`config.mk`:
```
export PLATFORM = sky130hd
export DESIGN_NAME = ternary_dot_feeder
export DESIGN_NICKNAME = d
export VERILOG_FILES = /design/src/rtl/ternary_dot_pkg.sv /design/src/rtl/ternary_weight_enc.sv /design/src/rtl/ternary_dot_feeder.sv
export SDC_FILE = /design/constraint.sdc
export NUM_CORES = 1
export LEC_CHECK = 0
export BUFFER_PORTS_ARGS = -buffer_cell sky130_fd_sc_hd__buf_2
export CELL_PAD_IN_SITES_DETAIL_PLACEMENT = 0
export CELL_PAD_IN_SITES_GLOBAL_PLACEMENT = 1
export CORE_UTILIZATION = 38
export CTS_CLUSTER_DIAMETER = 40
export DETAILED_ROUTE_END_ITERATION = 12
export HOLD_SLACK_MARGIN = 0.02
export PLACE_DENSITY = 0.81
export SYNTH_ARGS = -nofsm -noshare
export SYNTH_HDL_FRONTEND = slang
export SYNTH_SLANG_ARGS = --single-unit
export TNS_END_PERCENT = 10
```
`constraint.sdc`:
```
create_clock -name clk -period 2.45 [get_ports clk]
set_input_delay 0 -clock clk [delete_from_list [all_inputs] [get_ports clk]]
set_output_delay 0 -clock clk [all_outputs]
set_load 0.05 [all_outputs]
```
`src/rtl/ternary_dot_pkg.sv`:
```
// ternary_dot_pkg
// Shared definitions for the ternary dot-product tile feeder:
//   - ternary weight codes as carried on the host-side element stream
//   - bit positions of the control fields on the tile's uio_in bus
//   - feeder FSM state encoding
//   - saturating helper for the optional golden accumulator
//     (TERNARY_DOT_FEEDER_CHECK_EN)
package ternary_dot_pkg;

  localparam logic [1:0] W_ZERO = 2'b00;
  localparam logic [1:0] W_POS  = 2'b01;
  localparam logic [1:0] W_NEG  = 2'b11;
  localparam logic [1:0] W_RSVD = 2'b10;

  localparam int UIO_WNZ   = 0;
  localparam int UIO_WNEG  = 1;
  localparam int UIO_FIRST = 2;
  localparam int UIO_LAST  = 3;

  // The tile result is 15 bits wide; the golden model clamps to that range.
  localparam int ACC_LIMIT = 16383;

  typedef enum logic [1:0] {
    IDLE   = 2'd0,
    STREAM = 2'd1,
    WAIT   = 2'd2,
    HOLD   = 2'd3
  } feeder_state_t;

  function automatic logic signed [15:0] sat_acc(input logic signed [17:0] v);
    if (v > 18'(ACC_LIMIT)) begin
      return 16'(ACC_LIMIT);
    end else if (v < -18'(ACC_LIMIT)) begin
      return -16'(ACC_LIMIT);
    end else begin
      return v[15:0];
    end
  endfunction

endpackage

```
`src/rtl/ternary_weight_enc.sv`:
```
// ternary_weight_enc
// Combinational decode of a 2-bit ternary weight code into the tile's
// control bits. The reserved code decodes as a zero weight and raises rsvd.
// Ports:
//   code   in  2  weight code (00=0, 01=+1, 11=-1, 10=reserved)
//   w_nz   out 1  weight is non-zero
//   w_neg  out 1  weight is negative
//   rsvd   out 1  reserved code seen
module ternary_weight_enc
  import ternary_dot_pkg::*;
(
  input  logic [1:0] code,
  output logic       w_nz,
  output logic       w_neg,
  output logic       rsvd
);

  always_comb begin
    w_nz  = 1'b0;
    w_neg = 1'b0;
    rsvd  = 1'b0;
    case (code)
      W_POS:  w_nz = 1'b1;
      W_NEG: begin
        w_nz  = 1'b1;
        w_neg = 1'b1;
      end
      W_RSVD: rsvd = 1'b1;
      default: ;
    endcase
  end

endmodule

```
`src/rtl/ternary_dot_feeder.sv`:
```
// ternary_dot_feeder
// Host-side transmitter/collector for the ternary dot-product tile. Elements
// (weight, activation) are driven one per cycle onto the tile pins; after the
// last element the feeder waits out the tile latency, captures the 16-bit
// sign-extended result and offers it on the result port.
//
// Handshakes: a transfer happens on a rising clk edge where valid && ready are
// both high. The producer holds data stable while valid is high and not yet
// accepted; ready never depends combinationally on valid (both ready/valid
// outputs here are registered).
//
// Ports:
//   clk, rst_n            clock, asynchronous active-low reset
//   in_valid/in_ready     element stream handshake
//   in_act, in_w, in_last element: int8 activation, ternary code, end marker
//   dot_ui_in, dot_uio_in registered drive to the tile (act; wnz/wneg/first/last)
//   dot_uo_out, dot_uio_out tile outputs
//   res_valid/res_ready   result handshake, res_data signed 16-bit result
//   err_code, err_len     sticky error flags (reserved code, length overrun)
//   chk_mismatch          only with TERNARY_DOT_FEEDER_CHECK_EN: one-cycle
//                         pulse when the captured result differs from the
//                         local golden sum
//   dbg_state             current FSM state
module ternary_dot_feeder
  import ternary_dot_pkg::*;
#(
  parameter int MAX_LEN     = 256,
  parameter int DOT_LATENCY = 2
) (
  input  logic        clk,
  input  logic        rst_n,
  input  logic        in_valid,
  output logic        in_ready,
  input  logic [7:0]  in_act,
  input  logic [1:0]  in_w,
  input  logic        in_last,
  output logic [7:0]  dot_ui_in,
  output logic [7:0]  dot_uio_in,
  input  logic [7:0]  dot_uo_out,
  input  logic [7:0]  dot_uio_out,
  output logic        res_valid,
  input  logic        res_ready,
  output logic [15:0] res_data,
  output logic        err_code,
  output logic        err_len,
`ifdef TERNARY_DOT_FEEDER_CHECK_EN
  output logic        chk_mismatch,
`endif
  output logic [1:0]  dbg_state
);

  localparam int CNT_W = $clog2(MAX_LEN) + 1;
  localparam int LAT_W = (DOT_LATENCY > 1) ? $clog2(DOT_LATENCY) : 1;

  feeder_state_t    state;
  logic [CNT_W-1:0] elem_cnt;
  logic [LAT_W-1:0] lat_cnt;
  logic             w_nz, w_neg, w_rsvd;
  logic             accept, hit_max, ends_vec, capture;
  logic [7:0]       elem_pins;
  logic [15:0]      tile_result;
  logic             unused_uio0;

  ternary_weight_enc u_enc (
    .code  (in_w),
    .w_nz  (w_nz),
    .w_neg (w_neg),
    .rsvd  (w_rsvd)
  );

  // Tile result is 15 bits: uio_out[7:1] hold bits 14:8, bit 0 carries nothing.
  assign tile_result = {dot_uio_out[7], dot_uio_out[7:1], dot_uo_out};
  assign unused_uio0 = dot_uio_out[0];
  assign dbg_state   = state;

  always_comb begin
    accept   = in_valid && in_ready && (state == IDLE || state == STREAM);
    hit_max  = (elem_cnt + CNT_W'(1)) == CNT_W'(MAX_LEN);
    ends_vec = in_last || hit_max;
    // lat_cnt is loaded on the cycle the last element sits on the pins, so
    // reaching zero afterwards lands exactly on the tile's valid cycle.
    capture  = (state == WAIT) && !dot_uio_in[UIO_LAST] && (lat_cnt == '0);
    elem_pins            = '0;
    elem_pins[UIO_WNZ]   = w_nz;
    elem_pins[UIO_WNEG]  = w_neg;
    elem_pins[UIO_FIRST] = (state == IDLE);
    elem_pins[UIO_LAST]  = ends_vec;
  end

  always_ff @(posedge clk or negedge rst_n) begin
    if (!rst_n) begin
      state      <= IDLE;
      elem_cnt   <= '0;
      lat_cnt    <= '0;
      in_ready   <= 1'b0;
      dot_ui_in  <= '0;
      dot_uio_in <= '0;
      res_valid  <= 1'b0;
      res_data   <= '0;
      err_code   <= 1'b0;
      err_len    <= 1'b0;
    end else begin
      // Pins idle at zero unless an element is accepted this cycle.
      dot_ui_in  <= '0;
      dot_uio_in <= '0;
      if (accept) begin
        dot_ui_in  <= in_act;
        dot_uio_in <= elem_pins;
        elem_cnt   <= elem_cnt + 1'b1;
        if (w_rsvd) err_code <= 1'b1;
        if (hit_max && !in_last) err_len <= 1'b1;
      end
      case (state)
        IDLE: begin
          in_ready <= 1'b1;
          if (accept) begin
            if (ends_vec) begin
              state    <= WAIT;
              in_ready <= 1'b0;
            end else begin
              state <= STREAM;
            end
          end
        end
        STREAM: begin
          if (accept && ends_vec) begin
            state    <= WAIT;
            in_ready <= 1'b0;
          end
        end
        WAIT: begin
          if (dot_uio_in[UIO_LAST]) begin
            lat_cnt <= LAT_W'(DOT_LATENCY - 1);
          end else if (capture) begin
            state     <= HOLD;
            res_valid <= 1'b1;
            res_data  <= tile_result;
          end else begin
            lat_cnt <= lat_cnt - 1'b1;
          end
        end
        HOLD: begin
          if (res_ready) begin
            res_valid <= 1'b0;
            state     <= IDLE;
            in_ready  <= 1'b1;
            elem_cnt  <= '0;
          end
        end
        default: state <= IDLE;
      endcase
    end
  end

`ifdef TERNARY_DOT_FEEDER_CHECK_EN
  logic signed [15:0] gold_acc;
  logic signed [17:0] act_ext, term, gold_sum;

  always_comb begin
    act_ext  = {{10{in_act[7]}}, in_act};
    term     = w_nz ? (w_neg ? -act_ext : act_ext) : '0;
    // The first element of a vector starts a fresh sum.
    gold_sum = ((state == IDLE) ? 18'sd0 : {{2{gold_acc[15]}}, gold_acc}) + term;
  end

  always_ff @(posedge clk or negedge rst_n) begin
    if (!rst_n) begin
      gold_acc     <= '0;
      chk_mismatch <= 1'b0;
    end else begin
      chk_mismatch <= 1'b0;
      if (accept) begin
        gold_acc <= sat_acc(gold_sum);
      end else if (state == HOLD && res_ready) begin
        gold_acc <= '0;
      end
      if (capture) chk_mismatch <= (tile_result != gold_acc);
    end
  end
`endif

endmodule

```
# Word level (Yosys, flattened, before mapping)
# Index checks and enable logic that the tools add are counted.
dict set report totals {
  regBits 47
  inputBits 31
  output_inout_bits 38
  elab_cells 74
}
dict set report classes {
  n_addsub 2
  eq_ne 13
  muxes 26
  bitwise 2
  reduce_logical 21
}
# operator n
set op_table {}
lappend op_table {{9-bit two-way mux} 3}
lappend op_table {{1-bit two-way mux} 12}
lappend op_table {{2-bit two-way mux} 6}
lappend op_table {{2-bit != test (second input constant)} 5}
lappend op_table {{9-bit by 1-bit adder with 9-bit output (second input constant)} 1}
lappend op_table {{9-bit equality test (second input constant)} 1}
lappend op_table {{2-bit equality test (second input constant)} 4}
lappend op_table {{8-bit two-way mux} 1}
lappend op_table {{2-bit case mux with 4 select lines} 1}
lappend op_table {{1-bit logical AND} 6}
lappend op_table {{2-bit AND reduction} 3}
lappend op_table {{3-bit AND reduction} 2}
lappend op_table {{5-bit AND reduction} 1}
lappend op_table {{2-bit by 1-bit equality test with 1-bit output (second input constant)} 2}
lappend op_table {{4-bit two-way mux} 1}
lappend op_table {{4-bit AND reduction} 1}
lappend op_table {{1-bit case mux with 3 select lines} 1}
lappend op_table {{3-bit nonzero test} 1}
lappend op_table {{1-bit logical NOT} 2}
lappend op_table {{2-bit logical NOT} 1}
lappend op_table {{1-bit logical OR} 2}
lappend op_table {{2-bit by 1-bit != test with 1-bit output (second input constant)} 1}
lappend op_table {{1-bit inverter} 2}
lappend op_table {{1-bit case mux with 2 select lines} 1}
lappend op_table {{3 further kinds} 3}

# Logic depth before layout (Yosys ltp)
dict set report logic_depth {
  depth_word 6
  mapped_depth 8
  mapped_depth_nobuf 8
}

# Hierarchy
# A second synthesis with hierarchy kept.
dict set report hier_totals {
  cells_unflattened 178
  area_unflattened_um2 2024.4
}
# mod instances cells_each area_each_um2 seq_area_each_um2
set by_module_without_submodules {}
lappend by_module_without_submodules {ternary_dot_feeder 1 175 2008.2 1076.0}
lappend by_module_without_submodules {ternary_weight_enc 1 3 16.3 0.0}

# Worst setup path before layout
# Ideal clock, no wire load.
dict set report synth_path {
  kind {register to register}
  start {register state[0], in the netlist dbg_state[0]}
  end {register state[0], in the netlist dbg_state[0]}
  setup_time_ns 0.125
  t_arrival_ns 2.147
  path_slack_ns 0.178
  stages_incl_launch_ff 9
  n_path_buf 1
  synth_period_minus_slack_ns 2.272
  cell_sequence {dfrtp_1 > inv_1 > ha_1 > nor2_1 > or2_0 > clkbuf_1 > nor4_4 > o21ai_2 > mux2_4}
}
dict set report synth_between {
  elab_chain_cells 6
  elab_cells_between_ends 16
  cone_classes {eq/ne (8); mux (1); reduce/logical (7)}
}
# element line
set synth_lines {}
lappend synth_lines {{start: declaration} ternary_dot_feeder.sv:55} ;# feeder_state_t state;
lappend synth_lines {{start signal: assignment} ternary_dot_feeder.sv:92} ;# state <= IDLE;
lappend synth_lines {{start signal: assignment} ternary_dot_feeder.sv:118} ;# state <= WAIT;
lappend synth_lines {{start signal: assignment} ternary_dot_feeder.sv:121} ;# state <= STREAM;
lappend synth_lines {{2-bit by 1-bit equality test with 1-bit output / 2-bit logical NOT (equally long branches)} {ternary_dot_feeder.sv:77, ternary_dot_feeder.sv:113}}
lappend synth_lines {{1-bit logical OR} ternary_dot_feeder.sv:77} ;# accept = in_valid && in_ready && (state == IDLE || state == STREAM);
lappend synth_lines {{1-bit logical AND} ternary_dot_feeder.sv:77}
lappend synth_lines {{1-bit logical AND} ternary_dot_feeder.sv:126} ;# if (accept && ends_vec) begin
lappend synth_lines {{2-bit by 1-bit != test with 1-bit output (no source line)} n/a}
lappend synth_lines {{5-bit AND reduction (no source line)} n/a}
# Several ways; a longest one is shown, not always the timed one.
# A chain may end at the register's enable or synchronous reset.

# Final worst setup path
dict set report layout_path {
  start {register elem_cnt[0]}
  end {register state[0], in the netlist dbg_state[0]}
}
dict set report layout_between {
  elab_chain_cells 6
  elab_cells_between_ends 9
  cone_classes {add/sub (1); eq/ne (2); mux (3); reduce/logical (3)}
}
# element line
set layout_lines {}
lappend layout_lines {{start: declaration} ternary_dot_feeder.sv:56} ;# logic [CNT_W-1:0] elem_cnt;
lappend layout_lines {{start signal: assignment} ternary_dot_feeder.sv:109} ;# elem_cnt <= elem_cnt + 1'b1;
lappend layout_lines {{9-bit by 1-bit adder with 9-bit output (*)} ternary_dot_feeder.sv:78} ;# hit_max = (elem_cnt + CNT_W'(1)) == CNT_W'(MAX_LEN);
lappend layout_lines {{9-bit equality test (*)} ternary_dot_feeder.sv:78}
lappend layout_lines {{1-bit logical OR (*)} ternary_dot_feeder.sv:79} ;# ends_vec = in_last || hit_max;
lappend layout_lines {{2-bit two-way mux / 1-bit logical AND (equally long branches)} {ternary_dot_feeder.sv:117, ternary_dot_feeder.sv:126}}
lappend layout_lines {{2-bit two-way mux / 2-bit by 1-bit != test with 1-bit output (equally long branches)} n/a}
lappend layout_lines {{2-bit case mux with 4 select lines / 5-bit AND reduction (equally long branches)} n/a}
lappend layout_lines {{end signal: assignment} ternary_dot_feeder.sv:118}
lappend layout_lines {{end signal: assignment} ternary_dot_feeder.sv:121}
lappend layout_lines {{end signal: assignment} ternary_dot_feeder.sv:127} ;# state <= WAIT;
# Mark *: on every way between the ends. The rest lies on a longest branch, timed or not. The select of a mux whose other input is x is not followed.

==> results.json <==
{
  "areaGrowthSynthToFinish_pct": 37.4,
  "multi_input_area_sq_um": 865,
  "setup_tns_ps": 0,
  "start_util_pct": 39.5,
  "sequentialPowerShare_pct": 31.4,
  "crit_chain": "ha_1, xnor2_1, o2bb2ai_2, a31oi_2, nor3_2, o22ai_1, mux2_4",
  "grt_remaining_overflow": 0,
  "grt.busiest_layer": "met2",
  "cts_buffer_depth": 2,
  "yosys.area.top_type_share_pct": 53.0,
  "yosysTopAreaCell": "dfrtp_1",
  "cts_tree": "built",
  "synthMostInstantiatedCell": "dfrtp_1",
  "synthArstFlopShare_pct": 100,
  "drv_cap": 0,
  "wl_per_cell_um": 12.3,
  "critPathMaxStageDelay_ps": 450,
  "avgViaCountPerCell": 4.58,
  "pwr-share-clk_pct": 14.0,
  "insertion_delay_ps": 300,
  "start_kind": "flop",
  "die_y_um": 75.1,
  "required_ps": 2640,
  "p_leak_uw": 0.00138,
  "hold_viol": 0,
  "worst-path-buf-inv": 0,
  "dp_hpwl_um": 2700,
  "regArea_sq_um": 1080,
  "cts-resized-gates": 0,
  "worstSetupPathType": "reg -> reg",
  "use_met1_pct": 18.6,
  "hold_class": "in -> async",
  "cts_setup_buffers": 0,
  "min_period_over_period_pct": 86.5,
  "io_pins": 69,
  "crit_arrival_ps": 2310,
  "coreArea_sq_um": 5140,
  "slew_violations": 0,
  "grt_max_degree": 44,
  "fmax_mhz": 472,
  "cts-root-buf": "clkbuf_8",
  "rows": 26,
  "vias": 1572,
  "setup_viol_count_final": 0,
  "cts.htree.levels": 2,
  "drt_iter0_drc": 42,
  "met2_usage_pct": 30.8,
  "nFillCells": 504,
  "drt-total-wl_um": 4230,
  "grt_use_met3_pct": 4.15,
  "grt_pass1_wl_um": 6830,
  "die_w_um": 75.1,
  "power.density_nw_per_um2": 1240,
  "status": "complete, no violations",
  "peakVddDrop_v": 0.000596,
  "cpMaxStageDelayCell": "dfrtp_1",
  "place.gp.congestion": 0.826,
  "netlist-cell-type-count": 40,
  "ant_nets": 0,
  "worstMarginPinSlew_ps": 926,
  "syn_avg_cell_area_sq_um": 11.4,
  "synthCells": 178,
  "combinationalPowerShare_pct": 54.6,
  "ys_ff_latch": 43,
  "p_switching_uw": 1650,
  "seq_area_frac_synth_pct": 53.0,
  "drcViolationCount": 0,
  "endpoint_kind": "flop",
  "synthFlopType": "dfrtp_1",
  "dieArea_sq_um": 5640,
  "grtUsageTotal_pct": 16.7,
  "synth_edf_count": 0,
  "fin_crit_ps": 2120,
  "internal_power_uw": 1800,
  "grt_pass1_vias": 1515,
  "final_nets": 310,
  "synthesis.area_sq_um": 2030,
  "grt_setup_unrepaired": "false",
  "synth.top_cells.by_count": "43 x dfrtp_1, 21 x nor2_1, 16 x mux2_2, 15 x nand2_1, 9 x and2_1",
  "clkSlewWorstSetupHoldPaths_ps": 90,
  "synthTopCellsByArea": "dfrtp_1 53%, mux2_2 8.9%, ha_1 4.3%",
  "antenna_found_initial": 0,
  "worst_path_dominant_cell_family": "flip-flops",
  "clkSinkCount": 43,
  "finalPower_uw": 3450,
  "cts_buffers": 5,
  "yosysWarnings": 0,
  "n_antenna_cell": 0,
  "critPathMaxFanout": 7,
  "skew_ps": 6.51,
  "relSlewSlack_pct": 38.3,
  "layout-drive-gt1-share_pct": 37.0,
  "switching_share_pct": 47.8,
  "dr.pass1.iters": 4,
  "io_buffers": 63
}
==> layout by cell type (no fill, tap or decap), types with 2 or more instances in the layout <==
cell type      instances
buf_2                 63
o21ai_0                2
mux2_2                16
and2_1                 9
nor3_2                 2
nor2b_1                2
clkbuf_8               6
o21ai_1                2
dlygate4sd3_1         29
nand3_1                2
inv_1                  5
o22ai_1                2
nand2_1               15
xor2_1                 5
nor3_1                 2
a21oi_1                2
nor2_1                21
dfrtp_1               43
and3_1                 2
buf_4                  5
xnor2_1                6
nand4_1                2
conb_1                 4
ha_1                   7
==> worst register-to-register path, delay by kind of cell (launching register included) <==
family	cells	cell delay [ps]
XOR/XNOR	1	170
AND/OR/NAND/NOR	1	340
multiplexers	1	280
adder cells (fa/ha/maj)	1	320
flip-flops	1	450
AO/OA/AOI/OAI	3	440
==> final cells by class <==
class | instances | share of cell area, %
inverter | 5 | 0.673
sequential | 43 | 38.6
multi-input combinational | 120 | 31.0
clock buffer | 6 | 2.96
tap | 70 | 3.14
clock inverter | 2 | 0.583
timing repair buffer | 97 | 23.1
==> worst paths after layout <==
path	start	endpoint	slack [ps]	cells after the start
setup / recovery	elem_cnt[0]	dbg_state[0]	330	7
hold / removal	rst_n	dot_uio_in[2]	380	2
setup reg to reg	elem_cnt[0]	dbg_state[0]	330	7
hold reg to reg	err_len	err_len	470	1
max in group asynchronous	rst_n	dot_ui_in[6]	1490	2
min in group clk	in_act[3]	dot_ui_in[3]	430	3
==> timing repair <==
action | CTS | global route
endpoints found under the hold margin | 72 | 0
endpoints found under the setup margin | 0 | 0
hold buffers | 29 | 0
==> routing by layer <==
metal / share of wire (%) / vias to the layer above
li1: - / 770
met1: 42 / 749
met2: 52 / 46
met3: 4.6 / 7
met4: 1.2 / 0
met5: 0 / -
==> state kept, by name, summed over array words and instances (netlist names) <==
signal and cells:
err_code 1, dot_uio_in 4, dbg_state 2, in_ready 1
lat_cnt 1, res_valid 1, elem_cnt 9, err_len 1
res_data 15, dot_ui_in 8
==> power by group through the flow <==
stage	clock network (uW)	registers, uW	logic [uW]
floorplan	0	1800	743
global placement	0	1090	1840
detailed placement	0	1090	1860
CTS	500	1080	1900
global route	523	1120	2020
finish	483	1090	1880
==> metrics by stage <==
stage,std cells,hold slack [ps],instance area (sq um),utilization [%],setup WS [ps]
after floorplan,181,-296,2040,-,178
after global placement,306,194,2400,46.7,364
after detailed placement,306,202,2400,46.7,341
after CTS,343,413,2790,54.3,328
after global routing,343,438,2790,54.3,173
final,343,380,2790,54.3,331
==> kinds of logic (layout without fill, tap and decap cells) <==
family                   count (synthesis)  in the layout  share of synthesized area (%)
XOR/XNOR                                11             11                           4.75
multiplexers                            19             19                           10.7
buffers and inverters                   18            110                           4.93
other                                    1              4                          0.185
adder cells (fa/ha/maj)                  7              7                           4.32
AO/OA/AOI/OAI                           17             17                           6.29
AND/OR/NAND/NOR                         62             62                           15.8
flip-flops                              43             43                           53.0
(Power assumes the default switching activity.)
